### config.mk
export PLATFORM = sky130hd
export DESIGN_NAME = video_source_switcher
export DESIGN_NICKNAME = d
export VERILOG_FILES = /design/src/rtl/video_pkg.sv /design/src/rtl/synchronizer.sv /design/src/rtl/video_fader.sv /design/src/rtl/video_source_switcher.sv
export SDC_FILE = /design/constraint.sdc
export NUM_CORES = 1
export LEC_CHECK = 0
export ABC_AREA = 0
export BUFFER_PORTS_ARGS = -buffer_cell sky130_fd_sc_hd__buf_2
export CORE_MARGIN = 1.5
export CORE_UTILIZATION = 61
export CTS_CLUSTER_DIAMETER = 30
export DETAILED_ROUTE_END_ITERATION = 8
export PLACE_DENSITY = 0.95
export RECOVER_POWER = 50
export SYNTH_ARGS = -nofsm -noshare
export SYNTH_HDL_FRONTEND = slang
export SYNTH_HIERARCHICAL = 1
export SYNTH_SLANG_ARGS = --single-unit
### constraint.sdc
create_clock -name clk -period 6.1 [get_ports clk]
set_input_delay 0.61 -clock clk [delete_from_list [all_inputs] [get_ports clk]]
set_output_delay 0.61 -clock clk [all_outputs]
set_load 0.03 [all_outputs]
### src/rtl/video_pkg.sv
// Shared types and helpers for the video source switcher.
package video_pkg;

  typedef enum logic [1:0] {
    IDLE     = 2'd0,
    FADE_OUT = 2'd1,
    FADE_IN  = 2'd2
  } switch_state_t;

  // Width able to encode every channel plus the extra "black" index.
  function automatic int unsigned sel_width(input int unsigned channels);
    return $clog2(channels + 1);
  endfunction

endpackage

### src/rtl/synchronizer.sv
// Two-flop synchroniser for a single asynchronous bit, clock-enable gated.
module synchronizer #(
  parameter logic RESET_VAL = 1'b0
) (
  input  logic clk_i,
  input  logic rst_i,
  input  logic ce_i,
  input  logic d_i,
  output logic q_o
);

  logic [1:0] sync_q;

  always_ff @(posedge clk_i or posedge rst_i) begin
    if (rst_i) begin
      sync_q <= {2{RESET_VAL}};
    end else if (ce_i) begin
      sync_q <= {sync_q[0], d_i};
    end
  end

  assign q_o = sync_q[1];

endmodule

### src/rtl/video_fader.sv
// Registered RGB gain stage: out = (in * gain) >> FADE_LOG2, blanked when de_i is low.
module video_fader #(
  parameter int unsigned COLOR_W   = 8,
  parameter int unsigned FADE_LOG2 = 3
) (
  input  logic                 clk_i,
  input  logic                 rst_i,
  input  logic                 ce_i,
  input  logic                 de_i,
  input  logic [FADE_LOG2:0]   gain_i,
  input  logic [COLOR_W-1:0]   r_i,
  input  logic [COLOR_W-1:0]   g_i,
  input  logic [COLOR_W-1:0]   b_i,
  output logic [COLOR_W-1:0]   r_o,
  output logic [COLOR_W-1:0]   g_o,
  output logic [COLOR_W-1:0]   b_o
);

  localparam int unsigned ProdW = COLOR_W + FADE_LOG2 + 1;

  function automatic logic [COLOR_W-1:0] scale(input logic [COLOR_W-1:0] c,
                                               input logic [FADE_LOG2:0] g);
    logic [ProdW-1:0] p;
    p = ProdW'(c) * ProdW'(g);
    return COLOR_W'(p >> FADE_LOG2);
  endfunction

  logic [COLOR_W-1:0] r_d, g_d, b_d;
  logic [COLOR_W-1:0] r_q, g_q, b_q;

  always_comb begin
    r_d = '0;
    g_d = '0;
    b_d = '0;
    if (de_i) begin
      r_d = scale(r_i, gain_i);
      g_d = scale(g_i, gain_i);
      b_d = scale(b_i, gain_i);
    end
  end

  always_ff @(posedge clk_i or posedge rst_i) begin
    if (rst_i) begin
      r_q <= '0;
      g_q <= '0;
      b_q <= '0;
    end else if (ce_i) begin
      r_q <= r_d;
      g_q <= g_d;
      b_q <= b_d;
    end
  end

  assign r_o = r_q;
  assign g_o = g_q;
  assign b_o = b_q;

endmodule

### src/rtl/video_source_switcher.sv
// N-channel RGB source selector; switches only at frame start, with optional
// multi-frame fade-out/fade-in, behind a 2-stage delay-matched pipeline.
module video_source_switcher
  import video_pkg::*;
#(
  parameter int unsigned CHANNELS      = 4,
  parameter int unsigned COLOR_W       = 8,
  parameter int unsigned SEL_W         = 3,
  parameter int unsigned FADE_LOG2     = 3,
  parameter logic        VS_POLARITY   = 1'b0,
  parameter logic        HS_POLARITY   = 1'b0,
  parameter int unsigned RESET_CHANNEL = 0
) (
  input  logic                        clk,
  input  logic                        rst,
  input  logic                        ce,
  input  logic [SEL_W-1:0]            sel,
  input  logic [CHANNELS*COLOR_W-1:0] src_r,
  input  logic [CHANNELS*COLOR_W-1:0] src_g,
  input  logic [CHANNELS*COLOR_W-1:0] src_b,
  input  logic                        hs_in,
  input  logic                        vs_in,
  input  logic                        de_in,
  output logic [COLOR_W-1:0]          r,
  output logic [COLOR_W-1:0]          g,
  output logic [COLOR_W-1:0]          b,
  output logic                        hs,
  output logic                        vs,
  output logic                        de,
  output logic [SEL_W-1:0]            active_ch,
  output logic                        busy
);

  localparam int unsigned      GainW    = FADE_LOG2 + 1;
  localparam logic [GainW-1:0] GainOne  = GainW'(1);
  localparam logic [GainW-1:0] GainFull = GainOne << FADE_LOG2;
  localparam logic [SEL_W-1:0] ResetCh  = SEL_W'(RESET_CHANNEL);
  localparam logic [SEL_W-1:0] BlackCh  = SEL_W'(CHANNELS);

  // Selection request path
  logic [SEL_W-1:0] sel_sync, sel_prev_q, req_q, req_idx;

  for (genvar i = 0; i < SEL_W; i++) begin : g_sel_sync
    synchronizer #(
      .RESET_VAL(ResetCh[i])
    ) u_sync (
      .clk_i(clk),
      .rst_i(rst),
      .ce_i (ce),
      .d_i  (sel[i]),
      .q_o  (sel_sync[i])
    );
  end

  // Only accept a request that held steady across two samples (debounces bit skew).
  always_ff @(posedge clk or posedge rst) begin
    if (rst) begin
      sel_prev_q <= ResetCh;
      req_q      <= ResetCh;
    end else if (ce) begin
      sel_prev_q <= sel_sync;
      if (sel_sync == sel_prev_q) req_q <= sel_sync;
    end
  end

  assign req_idx = (32'(req_q) >= CHANNELS) ? BlackCh : req_q;

  // Frame tick on entry into vsync
  logic vs_prev_q, frame_tick;

  always_ff @(posedge clk or posedge rst) begin
    if (rst) begin
      vs_prev_q <= ~VS_POLARITY;
    end else if (ce) begin
      vs_prev_q <= vs_in;
    end
  end

  assign frame_tick = ce && (vs_in == VS_POLARITY) && (vs_prev_q != VS_POLARITY);

  // Switch FSM
  switch_state_t    state_q, state_d;
  logic [GainW-1:0] gain_q, gain_d;
  logic [SEL_W-1:0] active_q, active_d;

  always_comb begin
    state_d  = state_q;
    gain_d   = gain_q;
    active_d = active_q;
    if (frame_tick) begin
      if (FADE_LOG2 == 0) begin
        if (req_idx != active_q) active_d = req_idx;
      end else begin
        case (state_q)
          IDLE: begin
            if (req_idx != active_q) begin
              state_d = FADE_OUT;
              gain_d  = gain_q - GainOne;
            end
          end
          FADE_OUT: begin
            if (req_idx == active_q) begin
              state_d = FADE_IN;
              gain_d  = gain_q + GainOne;
            end else if (gain_q == GainOne) begin
              gain_d   = '0;
              active_d = req_idx;
              state_d  = FADE_IN;
            end else begin
              gain_d = gain_q - GainOne;
            end
          end
          FADE_IN: begin
            if (req_idx != active_q) begin
              // Already black: retarget in place rather than underflow the gain.
              if (gain_q == '0) begin
                active_d = req_idx;
              end else begin
                state_d = FADE_OUT;
                gain_d  = gain_q - GainOne;
              end
            end else if (gain_q == GainFull - GainOne) begin
              gain_d  = GainFull;
              state_d = IDLE;
            end else begin
              gain_d = gain_q + GainOne;
            end
          end
          default: state_d = IDLE;
        endcase
      end
    end
  end

  always_ff @(posedge clk or posedge rst) begin
    if (rst) begin
      state_q  <= IDLE;
      gain_q   <= GainFull;
      active_q <= ResetCh;
    end else begin
      state_q  <= state_d;
      gain_q   <= gain_d;
      active_q <= active_d;
    end
  end

  // Stage 1: source mux and timing
  logic [COLOR_W-1:0] mux_r, mux_g, mux_b;
  logic [COLOR_W-1:0] s1_r_q, s1_g_q, s1_b_q;
  logic               s1_hs_q, s1_vs_q, s1_de_q;
  logic               s2_hs_q, s2_vs_q, s2_de_q;

  always_comb begin
    mux_r = '0;
    mux_g = '0;
    mux_b = '0;
    for (int i = 0; i < CHANNELS; i++) begin
      if (active_q == SEL_W'(i)) begin
        mux_r = src_r[i*COLOR_W +: COLOR_W];
        mux_g = src_g[i*COLOR_W +: COLOR_W];
        mux_b = src_b[i*COLOR_W +: COLOR_W];
      end
    end
  end

  always_ff @(posedge clk or posedge rst) begin
    if (rst) begin
      s1_r_q  <= '0;
      s1_g_q  <= '0;
      s1_b_q  <= '0;
      s1_hs_q <= ~HS_POLARITY;
      s1_vs_q <= ~VS_POLARITY;
      s1_de_q <= 1'b0;
      s2_hs_q <= ~HS_POLARITY;
      s2_vs_q <= ~VS_POLARITY;
      s2_de_q <= 1'b0;
    end else if (ce) begin
      s1_r_q  <= mux_r;
      s1_g_q  <= mux_g;
      s1_b_q  <= mux_b;
      s1_hs_q <= hs_in;
      s1_vs_q <= vs_in;
      s1_de_q <= de_in;
      s2_hs_q <= s1_hs_q;
      s2_vs_q <= s1_vs_q;
      s2_de_q <= s1_de_q;
    end
  end

  // Stage 2: gain
  video_fader #(
    .COLOR_W  (COLOR_W),
    .FADE_LOG2(FADE_LOG2)
  ) u_fader (
    .clk_i (clk),
    .rst_i (rst),
    .ce_i  (ce),
    .de_i  (s1_de_q),
    .gain_i(gain_q),
    .r_i   (s1_r_q),
    .g_i   (s1_g_q),
    .b_i   (s1_b_q),
    .r_o   (r),
    .g_o   (g),
    .b_o   (b)
  );

  assign hs        = s2_hs_q;
  assign vs        = s2_vs_q;
  assign de        = s2_de_q;
  assign active_ch = active_q;
  assign busy      = (state_q != IDLE);

endmodule

==> reports/results.tsv, run 1 <==
stage	metric	value	unit
timing	achievable frequency	0.261	GHz
timing	Tcrit/Tclk final	0.629	
grt	antenna violations before repair	0	
critical_path	required time worst endpoint	6.36	ns
pwr	Static Leak	3.74	nW
place	Placer Congestion	0.964	
critical_path	crit path max fanout	33	
logic_synthesis	Primary FF master, synth	dfrtp_1	
floorplanning	Starting Density	0.628	
layout	fill count	731	
run	Max-Cap Viols	1	
routing	wire length per cell	17.3	um
place	Placed Cells	909	
routing	DR vias/cell	5.83	
clocking	total CTS buffers	9	
grt	vias in the first global route	5483	
floorplanning	chip width	106	um
clocking	Max clock buf depth	2	
pwr	Power per Cell Area	498	nW/um^2
clocking	CTS tree	done	
layout	# diodes	0	
clocking	CTS Hold Bufs	0	
critical_path	delay of the slowest critical-path stage	0.71	ns
timing	setup violators final	0	
logic_synthesis	synth top area cells	dfrtp_1, fa_1, ha_1	
clocking	post-CTS setup buffer count	0	
floorplanning	die area	11300	sq um
critical_path	CP Cell Sequence	and2_1 -> fa_1 -> inv_1 -> fa_1 -> inv_1 -> ha_1 -> nor2b_4 -> o31a_1 -> o21a_1 -> or3_1 -> a41o_1	
place	DP HPWL	12.0	mm
routing	DRC violations left	0	
timing	clk_skew	0.00962	ns
routing	Initial DRT Pass Iterations	5	
timing	setup TNS	0	ns
routing	1st-iter DRT viols	480	
logic_synthesis	post-synthesis sequential area ratio	0.290	
critical_path	crit path kind	reg2reg	
logic_synthesis	area of the mapped netlist	6480	sq um
floorplanning	Cell Rows	37	
routing	DR vias	5389	
layout	share of cells above drive strength 1	0.256	
clocking	Clk Latency, worst-skew pair	0.37	ns
logic_synthesis	Synth area leader	dfrtp_1	
logic_synthesis	synthesized instance count	663	
critical_path	Worst setup SP type	flip-flop	
run_status	failing checks	max-capacitance violations, max-slew violations	
logic_synthesis	Syn. warnings	6	
pwr	Max IR drop VDD	348	uV
layout	register area	1880	sq um
timing	Final Hold Fails	0	
floorplanning	Die Span Y	106	um
layout	area grow syn2layout	14.6	%
place	port bufs	135	
logic_synthesis	EDFF count, synth	0	
logic_synthesis	Yosys cell types	60	
logic_synthesis	Avg Inst Size Synth	9.78	sq um
floorplanning	IO Pins	136	
critical_path	reg2reg start	gain_q[2]$_DFFE_PP0P_	
logic_synthesis	post-synth top area share	0.270	
floorplanning	core region area	10300	sq um
routing	routed wire length	16.0	mm
timing	Min Clock Period, post-route	3.84	ns
critical_path	slowest CP cell	dfrtp_1	
timing	count of pins over their slew limit	32	
layout	multi-input logic area	3960	sq um
routing	Post-DRT Antenna Nets	0	
timing	RSZ-0062 raised after global routing	no	
grt	largest net degree at the start of global routing	55	
timing	Slew @ Worst Pin	1.64	ns
critical_path	CP Capture Type	flip-flop	
critical_path	CP arrival	4.10	ns
logic_synthesis	Async SR Flop Fraction	1.00	
place	placed cell area	7240	sq um
run_status	status	finished with violations	
critical_path	Worst setup startpoint	gain_q[2]$_DFFE_PP0P_	
clocking	Post-CTS Resized	0	
layout	layout net count	969	
clocking	root buffer cell	clkbuf_8	
layout	post-route insts no fill	925	
grt	GR Overflow Total	0	
pwr	Total Power	3.70	mW
worst_hold_path	class of the tightest hold or removal check	in2async	
grt	first-pass GRT wire length	26.4	mm
clocking	Worst-path clk slew	0.09	ns
timing	worst rel slew slack	-0.0958	
grt	GRT Util Overall	0.300	
clocking	H-tree depth	3	
clocking	clk sinks	75	
logic_synthesis	Seq cells post-synth	75	
logic_synthesis	syn nets	848	
layout	Final Cell Area	7430	sq um
==> cells by family after synthesis <==
| logic type | synth area share |
|---|---|
| AND/OR/NAND/NOR | 0.127 |
| multiplexers | 0.130 |
| XOR/XNOR | 0.0336 |
| adder cells (fa/ha/maj) | 0.196 |
| buffers and inverters | 0.0996 |
| AO/OA/AOI/OAI | 0.124 |
| flip-flops | 0.290 |
==> worst max-delay path: cells and delay by family (launching register included) <==
kind | cells | cell delay (ns)
AOI/OAI and AO/OA | 3 | 0.68
DFF | 1 | 0.71
adders and majority gates | 3 | 1.40
and+or+nand+nor | 3 | 0.83
buffers and inverters | 2 | 0.11
==> cells in the final DEF, fill, tap and decap left out, types with 11 or more instances in the layout <==
cell      synthesis  routed
a21oi_1          15      15
o21ai_0          18      18
xnor2_1          14      14
buf_2             3     122
mux2_2           24      24
nor2b_1          11      11
inv_1           141     140
ha_1             44      44
mux4_2           24      24
clkbuf_1         21      14
fa_1             36      36
and2_1           56      56
nand2_1          44      44
dfrtp_1          70      69
o22ai_1          39      39
==> cell type report <==
class / count / area share
multi-input cells: 419 / 0.532
flip-flops and latches: 75 / 0.254
repair buffers: 138 / 0.0913
inverters: 141 / 0.0712
well taps: 136 / 0.0229
clock buffers: 9 / 0.0167
clock inverters: 7 / 0.0118
==> per-stage QoR <==
step | hold slack [ns] | util | setup slack (ns)
after floorplan | 0.351 | - | 2.70
after global placement | 0.487 | 0.701 | 2.44
after detailed placement | 0.491 | 0.701 | 2.30
after CTS | 0.132 | 0.721 | 2.29
after global routing | 0.212 | 0.720 | 2.05
final | 0.204 | 0.720 | 2.26
==> state kept, by name, indices dropped and copies added, names as in the netlist, 2 cells and up <==
signal and cells:
sel_prev_q 3, active_ch 3, s1_g_q 8, u_fader/r_o 8, u_fader/g_o 8, gain_q 4, req_q 3, s1_b_q 8
s1_r_q 8, state_q 2, u_fader/b_o 8, g_sel_sync.u_sync/sync_q 6
==> cells in the mapped netlist (4+ instances only) <==
cell        n
inv_1     141
dfrtp_1    70
and2_1     56
ha_1       44
nand2_1    44
o22ai_1    39
fa_1       36
mux2_2     24
mux4_2     24
clkbuf_1   21
o21ai_0    18
a21oi_1    15
xnor2_1    14
nor2b_1    11
nor2_1      9
xor2_1      9
nand4_1     7
a41o_1      5
dfstp_2     5
o21a_1      5
a31oi_1     4
nand3b_1    4
==> routing by layer <==
metal / share of wire / vias to the layer above / global-route usage
li1: - / 2464 / -
met1: 0.41 / 2636 / 0.389
met2: 0.48 / 248 / 0.496
met3: 0.070 / 41 / 0.0656
met4: 0.032 / 0 / 0.115
met5: 0 / - / 0
==> path summary, 6_finish.rpt <==
path                                                              end  slack, ns  cells after the start
max                                        u_fader/g_o[5]$_DFFE_PP0P_       2.26                     11
min                        g_sel_sync[2].u_sync/sync_q[0]$_DFFE_PP0P_       0.20                      2
max reg2reg                                u_fader/g_o[5]$_DFFE_PP0P_       2.26                     11
min reg2reg                g_sel_sync[0].u_sync/sync_q[0]$_DFFE_PP0P_       0.51                      1
max in group asynchronous                    active_ch[0]$_DFFE_PP0P_       3.81                      3
min in group clk           g_sel_sync[0].u_sync/sync_q[0]$_DFFE_PP0P_       0.46                      2
==> power breakdown <==
| part | internal [mW] | switching [mW] | total (mW) | leakage (nW) |
|---|---|---|---|---|
| registers | 0.669 | 0.300 | 0.969 | 0.937 |
| clock network | 0.201 | 0.222 | 0.423 | 0.109 |
| logic | 1.02 | 1.29 | 2.31 | 2.70 |
| total | 1.89 | 1.81 | 3.70 | 3.74 |
No activity file was read; power rests on OpenSTA's default activity.
==> run 2: changes to the inputs <==
- CORE_UTILIZATION: 61 -> 56
- PLACE_DENSITY: 0.95 -> 0.9
- clock period: 6.1 -> 3.6 ns (I/O delays scaled with it)
==> run 2 against run 1 <==
Effect of this change: the run now ends clean; setup slack got worse by 2.2 ns; register-to-register slack got worse by 2.2 ns; via count increased by 0.50%; largest power group unchanged; combinational power increased by 85%; critical path depth increased by 1; critical path type unchanged; count of clock-buffer cells in the layout unchanged; highest routed layer unchanged.
==> reports/results.tsv, run 2 (synthesis gave the netlist of run 1 again) <==
stage	metric	value	unit	change
layout	share of cells above drive strength 1	0.271		+0.0154
timing	Slew @ Worst Pin	0.957	ns	-0.687 ns
clocking	CTS tree	done		
critical_path	Worst setup SP type	flip-flop		
critical_path	required time worst endpoint	3.83	ns	-2.53 ns
timing	Tcrit/Tclk final	0.992		+0.363
grt	GRT Util Overall	0.264		-0.0360
critical_path	slowest CP cell	fa_1		
grt	antenna violations before repair	1		+1
floorplanning	Cell Rows	39		+5.4%
routing	DR vias	5416		+0.50%
clocking	Clk Latency, worst-skew pair	0.35	ns	-0.02 ns
place	Placer Congestion	0.877		-9.1%
timing	worst rel slew slack	0.362		+0.458
layout	most common cell after layout, fill and taps aside	inv_1		
timing	RSZ-0062 raised after global routing	yes		
timing	count of pins over their slew limit	0		-100%
pwr	Static Leak	3.89	nW	+3.8%
routing	Initial DRT Pass Iterations	5		unchanged
layout	Final Cell Area	7790	sq um	+4.9%
place	port bufs	135		unchanged
clocking	root buffer cell	clkbuf_16		
critical_path	CP Capture Type	flip-flop		
pwr	Power per Cell Area	866	nW/um^2	+74%
routing	Post-DRT Antenna Nets	0		unchanged
place	DP HPWL	11.9	mm	-0.42%
timing	Final Hold Fails	0		unchanged
critical_path	delay of the slowest critical-path stage	0.55	ns	-0.16 ns
critical_path	crit path kind	reg2reg		
grt	largest net degree at the start of global routing	46		-16%
run_status	status	finished clean		
place	Placed Cells	936		+3.0%
layout	fill count	829		+13%
floorplanning	core region area	11400	sq um	+10%
pwr	Total Power	6.74	mW	+82%
grt	GR Overflow Total	0		unchanged
routing	routed wire length	16.0	mm	+0.14%
routing	1st-iter DRT viols	320		-33%
clocking	clk sinks	75		unchanged
clocking	Worst-path clk slew	0.07	ns	-0.02 ns
timing	Min Clock Period, post-route	3.57	ns	-0.265 ns
floorplanning	Die Span Y	111	um	+4.2%
routing	DR vias/cell	5.63		-3.4%
critical_path	CP Cell Sequence	buf_2 -> and2_1 -> fa_1 -> inv_1 -> fa_1 -> inv_1 -> ha_1 -> nor2b_4 -> o31ai_4 -> a21boi_2 -> or3_1 -> a41o_1		
timing	setup violators final	0		unchanged
routing	wire length per cell	16.6	um	-3.7%
layout	Post-Route Utilization	0.685		-0.0343
clocking	total CTS buffers	9		unchanged
critical_path	CP arrival	3.81	ns	-0.29 ns
clocking	H-tree depth	3		unchanged
layout	most frequent cells in the layout	inv_1, buf_2, dfrtp_1		
run	Max-Cap Viols	0		-1
layout	area grow syn2layout	20.2	%	
floorplanning	chip width	111	um	+4.2%
clocking	Max clock buf depth	2		unchanged
worst_hold_path	class of the tightest hold or removal check	in2reg		
pwr	Max IR drop VDD	621	uV	+78%
grt	first-pass GRT wire length	26.2	mm	-1.0%
critical_path	crit path max fanout	8		-76%
floorplanning	Starting Density	0.570		-0.0578
timing	achievable frequency	0.280	GHz	+7.4%
timing	clk_skew	0.00862	ns	-0.00100 ns
grt	vias in the first global route	5378		-1.9%
floorplanning	die area	12200	sq um	+8.7%
routing	DRC violations left	0		unchanged
layout	layout net count	998		+3.0%
layout	post-route insts no fill	962		+4.0%
floorplanning	IO Pins	136		unchanged
place	placed cell area	7400	sq um	+2.2%
timing	setup TNS	0	ns	unchanged
-- run 2: cell types whose count changed in the layout (fill, tap and decap cells not counted), sizes merged --
cell,delta
clkinv,+2
dlygate4sd3,+1
buf,+15
clkbuf,+13
inv,-2
diode,+1
-- run 2: repair_timing --
item                                    4_1_cts  5_1_grt
hold buffers                                  1        0
pin swaps                                     0        1
endpoints found under the hold margin         6        0
resized for setup                             1       11
endpoints found under the setup margin        1        8
buffers inserted                              0        8
-- run 2: worst max-delay path: cells and delay by family (launching register included) --
kind	cells	cell delay, ns
AO/OA/AOI/OAI	3	0.57
AND/OR/NAND/NOR	3	0.66
flip-flops	1	0.50
buffers and inverters	3	0.29
adder cells (fa/ha/maj)	3	1.44
-- run 2: layout make-up --
type	count	area [sq um]	area share
repair buffers	167	886	0.114
multi-input cells	419	4000	0.513
diodes	1	2.50	0.000321
clock buffers	9	225	0.0289
well taps	143	179	0.0230
clock inverters	7	81.3	0.0104
flip-flops and latches	75	1890	0.243
inverters	141	529	0.0679
-- run 2: path summary, 6_finish.rpt --
kind | end | startpoint | depth (start not counted) | slack (ns)
min in group asynchronous | g_sel_sync[2].u_sync/sync_q[1]$_DFFE_PP0P_ | rst | 3 | 0.56
setup reg to reg | u_fader/b_o[5]$_DFFE_PP0P_ | gain_q[3]$_DFFE_PP1P_ | 12 | 0.03
hold / removal | s1_de_q$_DFFE_PP0P_ | de_in | 2 | 0.23
hold reg to reg | de$_DFFE_PP0P_ | de$_DFFE_PP0P_ | 1 | 0.51
setup / recovery | u_fader/b_o[5]$_DFFE_PP0P_ | gain_q[3]$_DFFE_PP1P_ | 12 | 0.03
max in group asynchronous | u_fader/b_o[7]$_DFFE_PP0P_ | rst | 3 | 2.15
-- run 2: where the power goes --
group / switching [mW] / internal [mW]
sequential: 0.383 / 1.14
combinational: 2.36 / 1.93
clock: 0.388 / 0.549
-- run 2: per-stage QoR --
step | setup slack (ns) | hold slack, ns
6_report | 0.0274 | 0.232
5_1_grt | -0.0590 | 0.227
4_1_cts | 0.00907 | 0.223
3_5_place_dp | -0.0302 | 0.289
3_3_place_gp | 0.132 | 0.288
2_1_floorplan | 0.201 | 0.101
-- run 2: per-layer routing --
layer / vias to the layer above / wire length [um] / GRT usage / share of wire
met5: - / 0 / 0 / 0
met4: 0 / 363 / 0.0761 / 0.023
met3: 34 / 997 / 0.0593 / 0.062
met2: 203 / 7750 / 0.428 / 0.48
met1: 2651 / 6890 / 0.359 / 0.43
li1: 2528 / - / - / -
==> run 3: changes to the inputs <==
==> constraint.sdc (replaced) <==
create_clock -name clk -period 3.6 [get_ports clk]
set_input_delay 0 -clock clk [delete_from_list [all_inputs] [get_ports clk]]
set_output_delay 0 -clock clk [all_outputs]
set_load 0.03 [all_outputs]
==> run 3 against run 2 <==
Effect of this change: the flow now finishes with violations (max-capacitance violations, max-slew violations); cell area increased by 0.11%; critical endpoint unchanged; largest cell class unchanged; register-to-register slack improved by 0.07 ns; non-clock buffer count increased by 4; first-iteration DRC count increased by 53%; flip-flop and latch count unchanged; final cell count increased by 0.31%; routed wire length increased by 0.39%.
==> reports/results.tsv, run 3 (synthesis gave the netlist of run 1 again) <==
stage	metric	value	unit	change
clocking	Clk Latency, worst-skew pair	0.35	ns	about the same
grt	antenna violations before repair	1		unchanged
critical_path	Worst setup SP type	flip-flop		
layout	most common cell after layout, fill and taps aside	inv_1		
place	port bufs	135		unchanged
pwr	Max IR drop VDD	566	uV	-8.7%
pwr	sequential share of power	0.224		-0.002
grt	vias in the first global route	5505		+2.4%
worst_hold_path	worst hold path depth	4		+2
routing	routed wire length	16.1	mm	+0.39%
timing	Slew @ Worst Pin	2.39	ns	+1.44 ns
timing	setup violators final	0		unchanged
place	pre-CTS setup slack	0.0942	ns	+0.124 ns
timing	worst rel slew slack	-0.596		-0.958
clocking	Worst-path clk slew	0.07	ns	about the same
routing	wire length per cell	16.6	um	about the same
timing	clk_skew	0.0135	ns	+0.00488 ns
grt	GRT Util Overall	0.268		+0.00352
timing	count of pins over their slew limit	46		+46
timing	Min Clock Period, post-route	3.50	ns	-0.0693 ns
run_status	failing checks	max-capacitance violations, max-slew violations		
floorplanning	core region area	11400	sq um	unchanged
critical_path	FF-to-FF path depth	14		+2
clocking	root buffer cell	clkbuf_16		
timing	fin worst setup slack	0.0967	ns	+0.0693 ns
routing	Initial DRT Pass Iterations	5		unchanged
place	placed cell area	7410	sq um	+0.20%
pwr	Static Leak	3.88	nW	-0.14%
routing	1st-iter DRT viols	488		+53%
layout	post-route insts no fill	965		+0.31%
grt	first-pass GRT wire length	26.7	mm	+2.0%
layout	layout net count	1002		+0.40%
floorplanning	IO Pins	136		unchanged
pwr	P_int	3.54	mW	-2.0%
pwr	Power per Cell Area	860	nW/um^2	-0.61%
timing	Final Hold Fails	0		unchanged
timing	RSZ-0062 raised after global routing	yes		
clocking	total CTS buffers	9		unchanged
timing	WHS	0.114	ns	-0.119 ns
run_status	status	finished with violations		
timing	achievable frequency	0.285	GHz	+2.0%
pwr	P_sw	3.17	mW	+1.3%
routing	DR vias/cell	5.72		+1.5%
place	Placer Congestion	0.880		+0.38%
grt	GR Overflow Total	0		unchanged
clocking	Max clock buf depth	2		unchanged
floorplanning	Die Span Y	111	um	unchanged
routing	DR vias	5515		+1.8%
layout	Final Cell Area	7800	sq um	+0.11%
layout	# diodes	0		-1
floorplanning	chip width	111	um	unchanged
clocking	CTS tree	done		
critical_path	CP Capture Type	flip-flop		
critical_path	crit path kind	reg2reg		
critical_path	CP arrival	3.73	ns	-0.08 ns
clocking	clk sinks	75		unchanged
critical_path	crit path max fanout	7		-1
layout	share of cells above drive strength 1	0.264		-0.00740
grt	largest net degree at the start of global routing	46		unchanged
floorplanning	Cell Rows	39		unchanged
pwr	switching share of power	0.472		+0.00834
worst_hold_path	class of the tightest hold or removal check	in2reg		
floorplanning	die area	12200	sq um	unchanged
clocking	H-tree depth	3		unchanged
pwr	Logic pwr share	0.639		+0.004
routing	Post-DRT Antenna Nets	0		unchanged
layout	fill count	828		-0.12%
place	DP HPWL	12.2	mm	+2.1%
layout	most frequent cells in the layout	inv_1, buf_2, dfrtp_1		
floorplanning	Starting Density	0.570		unchanged
pwr	Clk pwr share	0.137		-0.002
layout	area grow syn2layout	20.3	%	
place	Placed Cells	938		+0.21%
routing	DRC violations left	0		unchanged
run	Max-Cap Viols	1		+1
timing	Tcrit/Tclk final	0.973		-0.0192
critical_path	required time worst endpoint	3.83	ns	about the same
==> run 3: critical path, cell delays in order (launching register included) <==
cell	delay (ns)
dfstp_2	0.41
buf_2	0.16
buf_4	0.13
buf_4	0.13
and2_1	0.15
fa_1	0.54
inv_1	0.06
fa_1	0.54
inv_1	0.05
ha_2	0.32
o21a_1	0.14
o31ai_2	0.09
a21boi_1	0.12
or3_1	0.32
a41o_1	0.23
==> run 3: final cells by class <==
class / count / area (sq um) / area share
flip-flops and latches: 75 / 1890 / 0.242
inverters: 141 / 529 / 0.0679
clock inverters: 7 / 73.8 / 0.00946
repair buffers: 171 / 921 / 0.118
clock buffers: 9 / 225 / 0.0289
well taps: 143 / 179 / 0.0229
multi-input cells: 419 / 3990 / 0.511
==> run 3: worst paths after layout <==
kind                                                            start                                         end  slack, ns
max                                             gain_q[3]$_DFFE_PP1P_                  u_fader/b_o[5]$_DFFE_PP0P_        0.1
min                                                         src_b[21]                       s1_b_q[5]$_DFFE_PP0P_       0.11
max reg2reg                                     gain_q[3]$_DFFE_PP1P_                  u_fader/b_o[5]$_DFFE_PP0P_        0.1
min reg2reg                g_sel_sync[1].u_sync/sync_q[0]$_DFFE_PP0P_  g_sel_sync[1].u_sync/sync_q[0]$_DFFE_PP0P_       0.51
max in group asynchronous                                         rst                    active_ch[0]$_DFFE_PP0P_       0.83
min in group asynchronous                                         rst  g_sel_sync[0].u_sync/sync_q[0]$_DFFE_PP0P_       0.21
==> run 3: power groups by stage <==
| stage | registers (mW) | clock network (mW) | logic [mW] |
|---|---|---|---|
| finish | 1.51 | 0.920 | 4.28 |
| floorplan | 1.57 | 0 | 2.94 |
| detailed placement | 1.51 | 0 | 4.09 |
| CTS | 1.50 | 0.927 | 4.16 |
| global route | 1.55 | 0.975 | 4.73 |
| global placement | 1.49 | 0 | 3.94 |
==> run 3: stage by stage <==
stage	utilization	power, mW	setup TNS, ns
6_report	0.686	6.71	0
5_1_grt	0.686	7.26	-0.00804
4_1_cts	0.684	6.58	0
3_5_place_dp	0.652	5.60	0
3_3_place_gp	0.652	5.43	0
2_1_floorplan	-	4.51	0
==> run 3: what timing repair did <==
action	in CTS	in global routing
hold buffers	7	0
gates resized for setup	0	7
endpoints found under the hold margin	76	0
setup endpoints to repair	0	7
setup buffers	0	4
==> run 3: per-layer routing <==
layer | vias to the layer above | wire length, um | track usage
met1 | 2696 | 6830 | 0.363
li1 | 2537 | - | -
met3 | 34 | 1040 | 0.0516
met2 | 246 | 7840 | 0.436
met4 | 2 | 332 | 0.0880
met5 | - | 13 | 0
